### config.mk
export PLATFORM = sky130hd
export DESIGN_NAME = tlb_fill_ctrl
export DESIGN_NICKNAME = d
export VERILOG_FILES = /design/src/rtl/tlb_fill_ctrl.sv
export SDC_FILE = /design/constraint.sdc
export NUM_CORES = 1
export LEC_CHECK = 0
export ABC_AREA = 1
export ABC_CLOCK_PERIOD_IN_PS = 3400
export CORE_MARGIN = 2
export CORE_UTILIZATION = 48
export CTS_CLUSTER_DIAMETER = 80
export DETAILED_ROUTE_END_ITERATION = 8
export PLACE_DENSITY = 0.86
export SLEW_MARGIN = 20
export SYNTH_ARGS = -nofsm -noshare
export SYNTH_HDL_FRONTEND = slang
export SYNTH_SLANG_ARGS = --single-unit
### constraint.sdc
create_clock -name clk -period 3.4 [get_ports clk]
set_input_delay 0.68 -clock clk [delete_from_list [all_inputs] [get_ports clk]]
set_output_delay 0.68 -clock clk [all_outputs]
set_load 0.005 [all_outputs]
### src/rtl/tlb_fill_ctrl.sv
// TLB miss-handling controller: arbitrates ITLB/DTLB misses, walks one PTE per
// miss over a single read port and writes the built entry at a round-robin index.
module tlb_fill_ctrl #(
  parameter int unsigned ENTRIES = 8,
  parameter int unsigned IDX_W   = 3,
  localparam int unsigned PTBR_W  = 10,
  localparam int unsigned VPN_W   = 20,
  localparam int unsigned ADDR_W  = 32,
  localparam int unsigned DATA_W  = 32,
  localparam int unsigned ENTRY_W = 44
) (
  input  logic               clk,
  input  logic               rst,
  input  logic [PTBR_W-1:0]  PTBR,
  input  logic               ITLB_MISS,
  input  logic [VPN_W-1:0]   ITLB_VPN,
  input  logic               DTLB_MISS,
  input  logic [VPN_W-1:0]   DTLB_VPN,
  output logic               MEM_REQ,
  output logic [ADDR_W-1:0]  MEM_ADDR,
  input  logic               MEM_READY,
  input  logic [DATA_W-1:0]  MEM_DATA,
  output logic [ENTRY_W-1:0] FILL_ENTRY,
  output logic               ITLB_FILL_EN,
  output logic               DTLB_FILL_EN,
  output logic [IDX_W-1:0]   ITLB_FILL_IDX,
  output logic [IDX_W-1:0]   DTLB_FILL_IDX,
  output logic               ITLB_DONE,
  output logic               DTLB_DONE,
  output logic               PAGE_FAULT,
  output logic               FAULT_SRC
);

  localparam int unsigned FRAME_W = 20;
  localparam logic SRC_ITLB = 1'b0;
  localparam logic SRC_DTLB = 1'b1;

  typedef enum logic [1:0] {
    ST_IDLE = 2'd0,
    ST_WALK = 2'd1,
    ST_FILL = 2'd2
  } state_t;

  typedef struct packed {
    logic [FRAME_W-1:0] frame;
    logic               pcd;
    logic               rw;
    logic               p;
  } pte_t;

  typedef struct packed {
    logic [VPN_W-1:0]   vpn;
    logic [FRAME_W-1:0] rpn;
    logic               v;
    logic               pre;
    logic               rw;
    logic               pcd;
  } tlb_entry_t;

  state_t             state_q, state_d;
  logic               src_q, src_d;
  logic               last_src_q, last_src_d;
  logic [VPN_W-1:0]   vpn_q, vpn_d;
  pte_t               pte_q, pte_d;
  logic [IDX_W-1:0]   itlb_idx_q, itlb_idx_d;
  logic [IDX_W-1:0]   dtlb_idx_q, dtlb_idx_d;
  logic               mem_req_q, mem_req_d;
  logic [ADDR_W-1:0]  mem_addr_q, mem_addr_d;
  tlb_entry_t         fill_entry_q, fill_entry_d;
  logic               itlb_fill_en_q, itlb_fill_en_d;
  logic               dtlb_fill_en_q, dtlb_fill_en_d;
  logic               itlb_done_q, itlb_done_d;
  logic               dtlb_done_q, dtlb_done_d;
  logic               page_fault_q, page_fault_d;
  logic               fault_src_q, fault_src_d;

  logic               grant_dtlb;
  pte_t               mem_pte;
  logic               unused_mem_bits;

  assign mem_pte = '{frame: MEM_DATA[31:12], pcd: MEM_DATA[4],
                     rw: MEM_DATA[1], p: MEM_DATA[0]};
  assign unused_mem_bits = ^{MEM_DATA[11:5], MEM_DATA[3:2]};

  // On a tie the requester that was not served last wins.
  assign grant_dtlb = DTLB_MISS && (!ITLB_MISS || (last_src_q == SRC_ITLB));

  function automatic logic [IDX_W-1:0] idx_next(input logic [IDX_W-1:0] idx);
    return (idx == IDX_W'(ENTRIES - 1)) ? '0 : idx + IDX_W'(1);
  endfunction

  always_comb begin
    state_d        = state_q;
    src_d          = src_q;
    last_src_d     = last_src_q;
    vpn_d          = vpn_q;
    pte_d          = pte_q;
    itlb_idx_d     = itlb_idx_q;
    dtlb_idx_d     = dtlb_idx_q;
    mem_addr_d     = mem_addr_q;
    fill_entry_d   = fill_entry_q;
    fault_src_d    = fault_src_q;
    mem_req_d      = 1'b0;
    itlb_fill_en_d = 1'b0;
    dtlb_fill_en_d = 1'b0;
    itlb_done_d    = 1'b0;
    dtlb_done_d    = 1'b0;
    page_fault_d   = 1'b0;

    unique case (state_q)
      ST_IDLE: begin
        if (ITLB_MISS || DTLB_MISS) begin
          src_d   = grant_dtlb ? SRC_DTLB : SRC_ITLB;
          vpn_d   = grant_dtlb ? DTLB_VPN : ITLB_VPN;
          state_d = ST_WALK;
        end
      end
      ST_WALK: begin
        if (MEM_READY) begin
          pte_d   = mem_pte;
          state_d = ST_FILL;
        end
      end
      ST_FILL: begin
        last_src_d = src_q;
        if (pte_q.p) begin
          if (src_q == SRC_DTLB) dtlb_idx_d = idx_next(dtlb_idx_q);
          else                   itlb_idx_d = idx_next(itlb_idx_q);
        end
        state_d = ST_IDLE;
      end
      default: state_d = ST_IDLE;
    endcase

    // Outputs are registered, so they are derived from the state being entered.
    if (state_d == ST_WALK) begin
      mem_req_d  = 1'b1;
      mem_addr_d = {PTBR, vpn_d, 2'b00};
    end

    if (state_d == ST_FILL) begin
      fill_entry_d = '{vpn: vpn_d, rpn: pte_d.frame, v: 1'b1,
                       pre: pte_d.p, rw: pte_d.rw, pcd: pte_d.pcd};
      itlb_done_d  = (src_d == SRC_ITLB);
      dtlb_done_d  = (src_d == SRC_DTLB);
      if (pte_d.p) begin
        itlb_fill_en_d = (src_d == SRC_ITLB);
        dtlb_fill_en_d = (src_d == SRC_DTLB);
      end else begin
        page_fault_d = 1'b1;
        fault_src_d  = src_d;
      end
    end
  end

  always_ff @(posedge clk or negedge rst) begin
    if (!rst) begin
      state_q        <= ST_IDLE;
      src_q          <= SRC_ITLB;
      last_src_q     <= SRC_DTLB;
      vpn_q          <= '0;
      pte_q          <= '0;
      itlb_idx_q     <= '0;
      dtlb_idx_q     <= '0;
      mem_req_q      <= 1'b0;
      mem_addr_q     <= '0;
      fill_entry_q   <= '0;
      itlb_fill_en_q <= 1'b0;
      dtlb_fill_en_q <= 1'b0;
      itlb_done_q    <= 1'b0;
      dtlb_done_q    <= 1'b0;
      page_fault_q   <= 1'b0;
      fault_src_q    <= 1'b0;
    end else begin
      state_q        <= state_d;
      src_q          <= src_d;
      last_src_q     <= last_src_d;
      vpn_q          <= vpn_d;
      pte_q          <= pte_d;
      itlb_idx_q     <= itlb_idx_d;
      dtlb_idx_q     <= dtlb_idx_d;
      mem_req_q      <= mem_req_d;
      mem_addr_q     <= mem_addr_d;
      fill_entry_q   <= fill_entry_d;
      itlb_fill_en_q <= itlb_fill_en_d;
      dtlb_fill_en_q <= dtlb_fill_en_d;
      itlb_done_q    <= itlb_done_d;
      dtlb_done_q    <= dtlb_done_d;
      page_fault_q   <= page_fault_d;
      fault_src_q    <= fault_src_d;
    end
  end

  assign MEM_REQ       = mem_req_q;
  assign MEM_ADDR      = mem_addr_q;
  assign FILL_ENTRY    = fill_entry_q;
  assign ITLB_FILL_EN  = itlb_fill_en_q;
  assign DTLB_FILL_EN  = dtlb_fill_en_q;
  assign ITLB_FILL_IDX = itlb_idx_q;
  assign DTLB_FILL_IDX = dtlb_idx_q;
  assign ITLB_DONE     = itlb_done_q;
  assign DTLB_DONE     = dtlb_done_q;
  assign PAGE_FAULT    = page_fault_q;
  assign FAULT_SRC     = fault_src_q;

endmodule

After elaboration in Yosys (flattened, before gate mapping). Cells that the tools add are included.

Bits in registers: 134. Latch bits: 0. RAM bits: 0. Bits in read-only memories: 0. Bits of input ports: 87. Output and inout port bits: 89. Logic and storage cells: 66. Memories: 0.

Add/subtract/negate cells: 2. Multipliers: 0. Divide/modulo/power cells: 0. Order comparisons: 0. Eq/ne operators: 6. Shift operators: 0. Multiplexer cells: 22. Bitwise logic cells: 4. Reduce and logical (&&, ||, !) cells: 8.

Operators by type and width (number): $mux 20 (3); $mux 23 (2); $mux 1 (12); $add 3x1->3 const B (2); $eq 3x3->1 const B (2); $mux 3 (2); $reduce_and 3->1 (2); $eq 2x1->1 const B (2); $eq 2x2->1 const B (2); $mux 2 (2); $not 1->1 (4); $pmux 2 s2 (1); $logic_not 2->1 (1); $logic_or 1x1->1 (2); $reduce_and 2->1 (1); $logic_and 1x1->1 (1); $logic_not 1->1 (1).

Depth between registers and ports, before layout. Gate-level depths: netlist of the first run.

Word-level depth: 9. Gate-level depth with buffers: 9. Mapped depth without buffers: 7.

Worst setup path after synthesis of the first run. No wires, ideal clock.

Path kind: in2reg. Start point: in DTLB_MISS. End point: reg vpn_q[10]. Setup time: 0.119 ns. Arrival: 1.273 ns. Setup slack: 2.008 ns. Stages: 6. Path buffers: 1. Cells stage by stage: inv_1 > nand2_1 > nand2_1 > buf_2 > nand2_1 > and2_1.

Word-level cells in the longest chain between the ends: 4.

Ends and longest elaborated chain: from (decl) (line 17) `input logic DTLB_MISS,`; $logic_and 1x1->1 (line 86) `assign grant_dtlb = DTLB_MISS && (!ITLB_MISS || (last_src_q == SRC_ITLB));`; $mux 20 (line 114) `vpn_d = grant_dtlb ? DTLB_VPN : ITLB_VPN;`; $mux 20 (*) (line 112) `if (ITLB_MISS || DTLB_MISS) begin`; $mux 20 (*) (line 110) `unique case (state_q)`; via vpn_d[10] (line 63) `logic [VPN_W-1:0] vpn_q, vpn_d;`; to (signal assigned) (line 178) `vpn_q <= vpn_d;`; to (decl) (line 63).

Mark *: on every way through the listed nets, which the timed path passes. The rest lies on a longest branch. A chain may end at the register's enable or synchronous reset.

Final worst setup path of the first run.
Start point: in DTLB_MISS. End point: reg fault_src_q (netlist: FAULT_SRC).

RTL lines: $logic_and 1x1->1 (line 86); $mux 1 (line 113) `src_d = grant_dtlb ? SRC_DTLB : SRC_ITLB;`; $mux 1 (*) (line 112); $mux 1 (*) (line 110); via src_d (line 61) `logic src_q, src_d;`; to (signal assigned) (line 190) `fault_src_q <= fault_src_d;`; to (decl) (line 75) `logic fault_src_q, fault_src_d;`.

Marked as above.

==> reports/summary.txt, run 1 <==
RSZ-0062 raised after global routing: no
Slowest cell on the critical path: clkdlybuf4s50_1
Tmin final: 2.330 ns
Post-CTS Setup Inserts: 0
CP arrival: 2.63 ns
Fillers: 793
GR Layer Usage met2: 37.45%
Final TNS setup: 0 ns
Reg clk slew, reported paths: 0.11 ns
Critical path origin: DTLB_MISS
Hold-fix buffers, CTS: 0
Syn Std Cell Area: 4783 sq um
Final period utilization: 68.53%
Crit path top cell by count: nand2_1
Worst slack at placement: 0.6671 ns
GP Congestion: 0.8549
Most common cell after layout, fill and taps aside: nand2_1
Worst vdd ir: 0.0004350 V
Avg Synthesized Cell Area: 8.665 sq um
Top-area cell type share of the netlist area: 58.07%
Final net count: 796
Leading area contributor after synthesis: dfrtp_1
Crit-path max cell delay: 0.75 ns
Most frequent cells in the layout: nand2_1, clkdlybuf4s50_1, dfrtp_1
N_diodes: 0
Final wirelength: 12.02 mm
Die H: 103.8 um
Yosys warns: 0
Critical path type: in2reg
DRC viols: 0
Worst Path Required: 3.70 ns
Grt ovf: 0
Crit-path max FO: 21
DRT antenna net count: 0
First-pass GRT wire length: 20.01 mm
Area Overhead vs Synth: 39.79%
Post-synth ARST share: 100.0%
EDFF count, synth: 0
Clock share of power: 14.9%
Util after Layout: 68.72%
Comb pwr share: 45.3%
I/O pin cnt: 176
Final Skew: 0.007429 ns
Register area share after synthesis: 58.62%
Synth cell types: 21
Final setup violation count: 0
Cells along the critical path: clkdlybuf4s50_1 -> nand2_1 -> o21ai_0 -> nand2_1 -> nand2_1
Hold Fails Final Rpt: 0
Layout cell share with drive strength beyond 1: 4.930%
Seq cells post-synth: 112
Crit Reg-Reg Startpoint: last_src_q$_DFFE_PN1P_
Insertion delay to the later sink of the worst-skew pair: 0.36 ns
Die area: 10780 sq um
Count of standard-cell rows: 36
Clock buffer depth: 2
Pwr per Cell Area: 877.2 nW/um^2
Drt pass-1 iters: 4
CTS Buf Count: 9
GR Util All Layers: 22.62%
CP Launch Type: input pin
Post-Synthesis Cells: 552
Final Max Tran Viols: 0
CP Capture Type: register
Worst-margin pin slew: 0.7511 ns
Switch share: 35.63%
Via/cell ratio: 4.894
Initial Utilization: 49.16%
Fmax: 429.2 MHz
Leak: 0.003342 uW
CTS Root Cell: clkbuf_8
GRT busiest layer: met2
P_int: 3776 uW
TritonCTS clock tree: done
P_sw: 2090 uW
IO Port Bufs: 164
Met1 usage: 30.50%
Core area: 9729 sq um
Area contributors post-synth: dfrtp_1, nand2_1, nand3_1
Fin worst setup slack: 1.070 ns
WL/cell: 14.25 um
CTS Sinks: 112
Routed vias: 4126
Cts repair resizes: 0
Hold crit path type: in2async
Initial antenna violation count: 0
Post-DP HPWL: 8.805 mm
Met3 usage: 4.594%
Die width: 103.8 um
Primary FF master, synth: dfrtp_1
CTS H-tree lvls: 3
Status: finished, final reports clean
Max_cap viols: 0
Seq pwr share: 39.8%
Pin count of the biggest net entering global routing: 71
Vias in the first global route: 4095
Min Hold Slack: 0.2854 ns
1st-iter DRT viols: 174
Slew headroom: 49.81%
[kinds of logic (layout without fill, tap and decap cells)]
logic type                 Yosys count  after routing  share of synthesized area (%)
buffers and inverters               68            225                          7.272
and+or+nand+nor                    363            363                          32.51
DFF                                112            112                          58.62
adders and majority gates            4              4                          1.046
other                                1              2                        0.07840
AOI/OAI and AO/OA                    4              4                         0.4708
[synthesized netlist by cell type (2+ instances only)]
cell type and n:
ha_1 4, nand2_1 246, inv_2 4, nand4_1 22, buf_2 5, buf_6 6, nand2_2 2, nand3_1 62
nor2_1 9, buf_4 11, o21ai_0 2, dfrtp_1 111, clkbuf_1 10, inv_1 32, and2_1 20
[area by class of cell]
class	instances	area, sq um	share of cell area, %
Clock inverter	7	102.6	1.534
Clock buffer	9	123.9	1.853
Timing Repair Buffer	173	1719	25.71
Tap cell	133	166.4	2.489
Multi-Input combinational cell	373	1635	24.46
Sequential cell	112	2804	41.93
Inverter	36	135.1	2.021
[flip-flops by register name, indices dropped and copies added, names as in the netlist]
signal / cells
DTLB_DONE: 1
state_q: 2
DTLB_FILL_IDX: 3
FAULT_SRC: 1
MEM_REQ: 1
vpn_q: 20
MEM_ADDR: 30
ITLB_FILL_IDX: 3
ITLB_DONE: 1
DTLB_FILL_EN: 1
src_q: 1
pte_q: 1
FILL_ENTRY: 44
ITLB_FILL_EN: 1
last_src_q: 1
PAGE_FAULT: 1
[routing by layer]
layer  wire length [um]  share of wire, %  vias to the layer above
li1                   -                 -                     2023
met1               5244                44                     1929
met2               5810                48                      159
met3                778               6.5                       15
met4                182               1.5                        0
met5                  0                 0                        -
[worst max-delay path, delay by kind of cell]
kind	cells	cell delay, ns
AO/OA/AOI/OAI	1	0.47
buffers and inverters	1	0.75
AND/OR/NAND/NOR	3	0.74
[power groups by stage]
stage	sequential (uW)	combinational (uW)	clock (uW)
final	2340	2660	872
after global routing	2410	2950	951
after CTS	2340	2690	892
after detailed placement	2360	2670	0
after global placement	2330	2580	0
after floorplan	2350	1290	0
[worst paths after layout]
check / endpoint / slack [ns] / depth (start not counted)
min: FILL_ENTRY[35]$_DFFE_PN0N_ / 0.29 / 1
max reg2reg: FAULT_SRC$_DFFE_PN0P_ / 1.49 / 6
max in group asynchronous: last_src_q$_DFFE_PN1P_ / 2.35 / 2
min reg2reg: MEM_ADDR[30]$_DFFE_PN0N_ / 0.48 / 2
max: FAULT_SRC$_DFFE_PN0P_ / 1.07 / 5
min in group clk: MEM_ADDR[30]$_DFFE_PN0N_ / 0.48 / 2
[through the flow]
step	cells	power (uW)	cell area, sq um
floorplan	553	3639	4787
global placement	827	4908	6460
detailed placement	827	5038	6460
CTS	843	5923	6686
global route	843	6310	6686
finish	843	5866	6686
Power figures use the tool's default switching activity.
==> run 2, diff against run 1 <==
Settings changed: ABC_CLOCK_PERIOD_IN_PS 3400 to 1950, CORE_UTILIZATION 48 to 40, PLACE_DENSITY 0.86 to 0.76.
Clock period 3.4 ns to 1.95 ns, I/O delays scaled along.
==> run 2 against run 1 <==
Compared with the run above:
- register-to-register slack got worse by 1.1 ns
- sequential share of layout area fell by 1.0 points
- setup slack got worse by 0.79 ns
- design area rose by 2.5%
- cell count rose by 2.6%
- die area rose by 19%
- via count barely moved
- combinational power rose by 76%
- worst hold slack improved by 0.19 ns
- sequential cell count did not move
- critical endpoint is now DTLB_FILL_IDX[0]
==> reports/summary.txt, run 2 (synthesis results as in run 1) <==
Max reg flops: 44 (unchanged)
Hold crit path type: reg2reg
CP arrival: 1.28 ns (-1.35 ns)
CP Launch Type: register
Most common cell after layout, fill and taps aside: nand2_1
CTS H-tree lvls: 3 (unchanged)
Final period utilization: 85.77%
Met1 usage: 26.05% (-4.5 points)
First-pass GRT wire length: 20.44 mm (+2.1%)
Count of standard-cell rows: 39 (+8.3%)
DRC viols: 0 (unchanged)
Slowest cell on the critical path: clkdlybuf4s50_1
DRT antenna net count: 0 (unchanged)
Initial Utilization: 41.36% (-7.8 points)
Final net count: 808 (+1.5%)
GRT busiest layer: met2
Initial antenna violation count: 0 (unchanged)
IO Port Bufs: 164 (unchanged)
Final Skew: 0.006550 ns (-0.0008789 ns)
Design area: 6857 sq um (+2.5%)
Post-DP HPWL: 9.298 mm (+5.6%)
CTS Sinks: 112 (unchanged)
Die area: 12850 sq um (+19%)
GR Layer Usage met2: 32.57% (-4.9 points)
Via/cell ratio: 4.775 (-2.4%)
Final wirelength: 12.39 mm (+3.1%)
Delay-heaviest family, CP: buffers and inverters
Routed vias: 4130 (+0.097%)
GR Util All Layers: 20.09% (-2.5 points)
Tmin final: 1.673 ns
WL/cell: 14.32 um (+0.49%)
Grt ovf: 0 (unchanged)
Worst Path Required: 1.56 ns (-2.14 ns)
Crit-path max cell delay: 0.54 ns (-0.21 ns)
CTS Root Cell: clkbuf_16
Met3 usage: 5.088% (+0.49 points)
Cells along the critical path: clkdlybuf4s50_1
1st-iter DRT viols: 208 (+20%)
Pwr per Cell Area: 1532 nW/um^2 (+75%)
Core area: 11560 sq um (+19%)
Min Hold Slack: 0.4745 ns (+0.1891 ns)
Vias in the first global route: 4298 (+5.0%)
Fmax: 597.9 MHz
N_diodes: 0 (unchanged)
Post-CTS Setup Inserts: 0 (unchanged)
Leak: 0.003429 uW (+2.6%)
TritonCTS clock tree: done
Fillers: 1021 (+29%)
GP Congestion: 0.8136 (-4.8%)
Clock buffer depth: 2 (unchanged)
Die H: 113.4 um (+9.2%)
Hold Fails Final Rpt: 0 (unchanged)
RSZ-0062 raised after global routing: no
CP Capture Type: output port
Die width: 113.4 um (+9.2%)
Critical path type: reg2out
Drt pass-1 iters: 4 (unchanged)
Status: finished, final reports clean
CTS Buf Count: 9 (unchanged)
Placed instance area: 6580 sq um (+1.9%)
Reg clk slew, reported paths: 0.07 ns (-0.04 ns)
Worst vdd ir: 0.0007126 V (+64%)
CP bufs+invs: 1 (unchanged)
Pin count of the biggest net entering global routing: 49 (-31%)
Final Max Tran Viols: 0 (unchanged)
Final TNS setup: 0 ns (unchanged)
Most frequent cells in the layout: nand2_1, clkdlybuf4s50_1, dfrtp_1
Crit-path max FO: 4 (-81%)
Final non-filler cell total: 865 (+2.6%)
Layout cell share with drive strength beyond 1: 6.094% (+1.2 points)
Placed cells: 848 (+2.5%)
Final setup violation count: 0 (unchanged)
Area Overhead vs Synth: 43.34%
Insertion delay to the later sink of the worst-skew pair: 0.34 ns (-0.02 ns)
Max_cap viols: 0 (unchanged)
I/O pin cnt: 176 (unchanged)
[run 2: cell types whose count changed in the layout (fill, tap and decap cells not counted), sizes merged]
cell,before,now
clkbuf,9,12
clkinv,3,4
dlygate4sd3,0,1
inv,38,36
buf,10,21
bufinv,2,0
[run 2: final timing paths]
| path | start | end | slack (ns) | cells past startpoint |
|---|---|---|---|---|
| setup / recovery | DTLB_FILL_IDX[0]$_DFFE_PN0P_ | DTLB_FILL_IDX[0] | 0.28 | 1 |
| hold / removal | FILL_ENTRY[3]$_DFFE_PN0N_ | FILL_ENTRY[3]$_DFFE_PN0N_ | 0.47 | 1 |
| setup reg to reg | state_q[1]$_DFF_PN0_ | MEM_ADDR[5]$_DFFE_PN0N_ | 0.42 | 7 |
| hold reg to reg | FILL_ENTRY[3]$_DFFE_PN0N_ | FILL_ENTRY[3]$_DFFE_PN0N_ | 0.47 | 1 |
| max in group asynchronous | rst | last_src_q$_DFFE_PN1P_ | 0.79 | 3 |
| min in group asynchronous | rst | ITLB_FILL_IDX[0]$_DFFE_PN0P_ | 0.53 | 2 |
[run 2: cell type report]
class	instances	area, sq um	share of cell area (%)
Clock buffer	12	246.5	3.595
Clock inverter	4	20.02	0.2920
Inverter	36	135.1	1.971
Multi-Input combinational cell	373	1635	23.85
Sequential cell	112	2804	40.89
Tap cell	143	178.9	2.609
Timing Repair Buffer	185	1837	26.79
[run 2: what timing repair did]
action / CTS / global route
hold buffers: 1 / 0
resized for setup: 0 / 0
endpoints found under the setup margin: 0 / 0
hold endpoints to repair: 29 / 0
[run 2: per-stage QoR]
step	worst slack, ns	power, uW	util [%]
after floorplan	0.7567	6345	-
after CTS	0.2542	10630	59.29
after detailed placement	0.01419	8893	56.90
after global placement	0.06799	8724	56.90
after global routing	0.2278	11360	59.29
final	0.2774	10500	59.29
[run 2: routing by layer]
metal | up-vias | wire length [um] | part of all wire, %
met5 | - | 0 | 0
met4 | 0 | 182 | 1.5
met3 | 12 | 853 | 6.9
met2 | 147 | 5849 | 47
met1 | 1922 | 5504 | 44
li1 | 2049 | - | -
[run 2: power by group]
group | total [uW] | switching (uW) | internal (uW)
clock network | 1680 | 782 | 894
registers | 4130 | 686 | 3450
logic | 4690 | 2180 | 2520
total | 10500 | 3650 | 6860
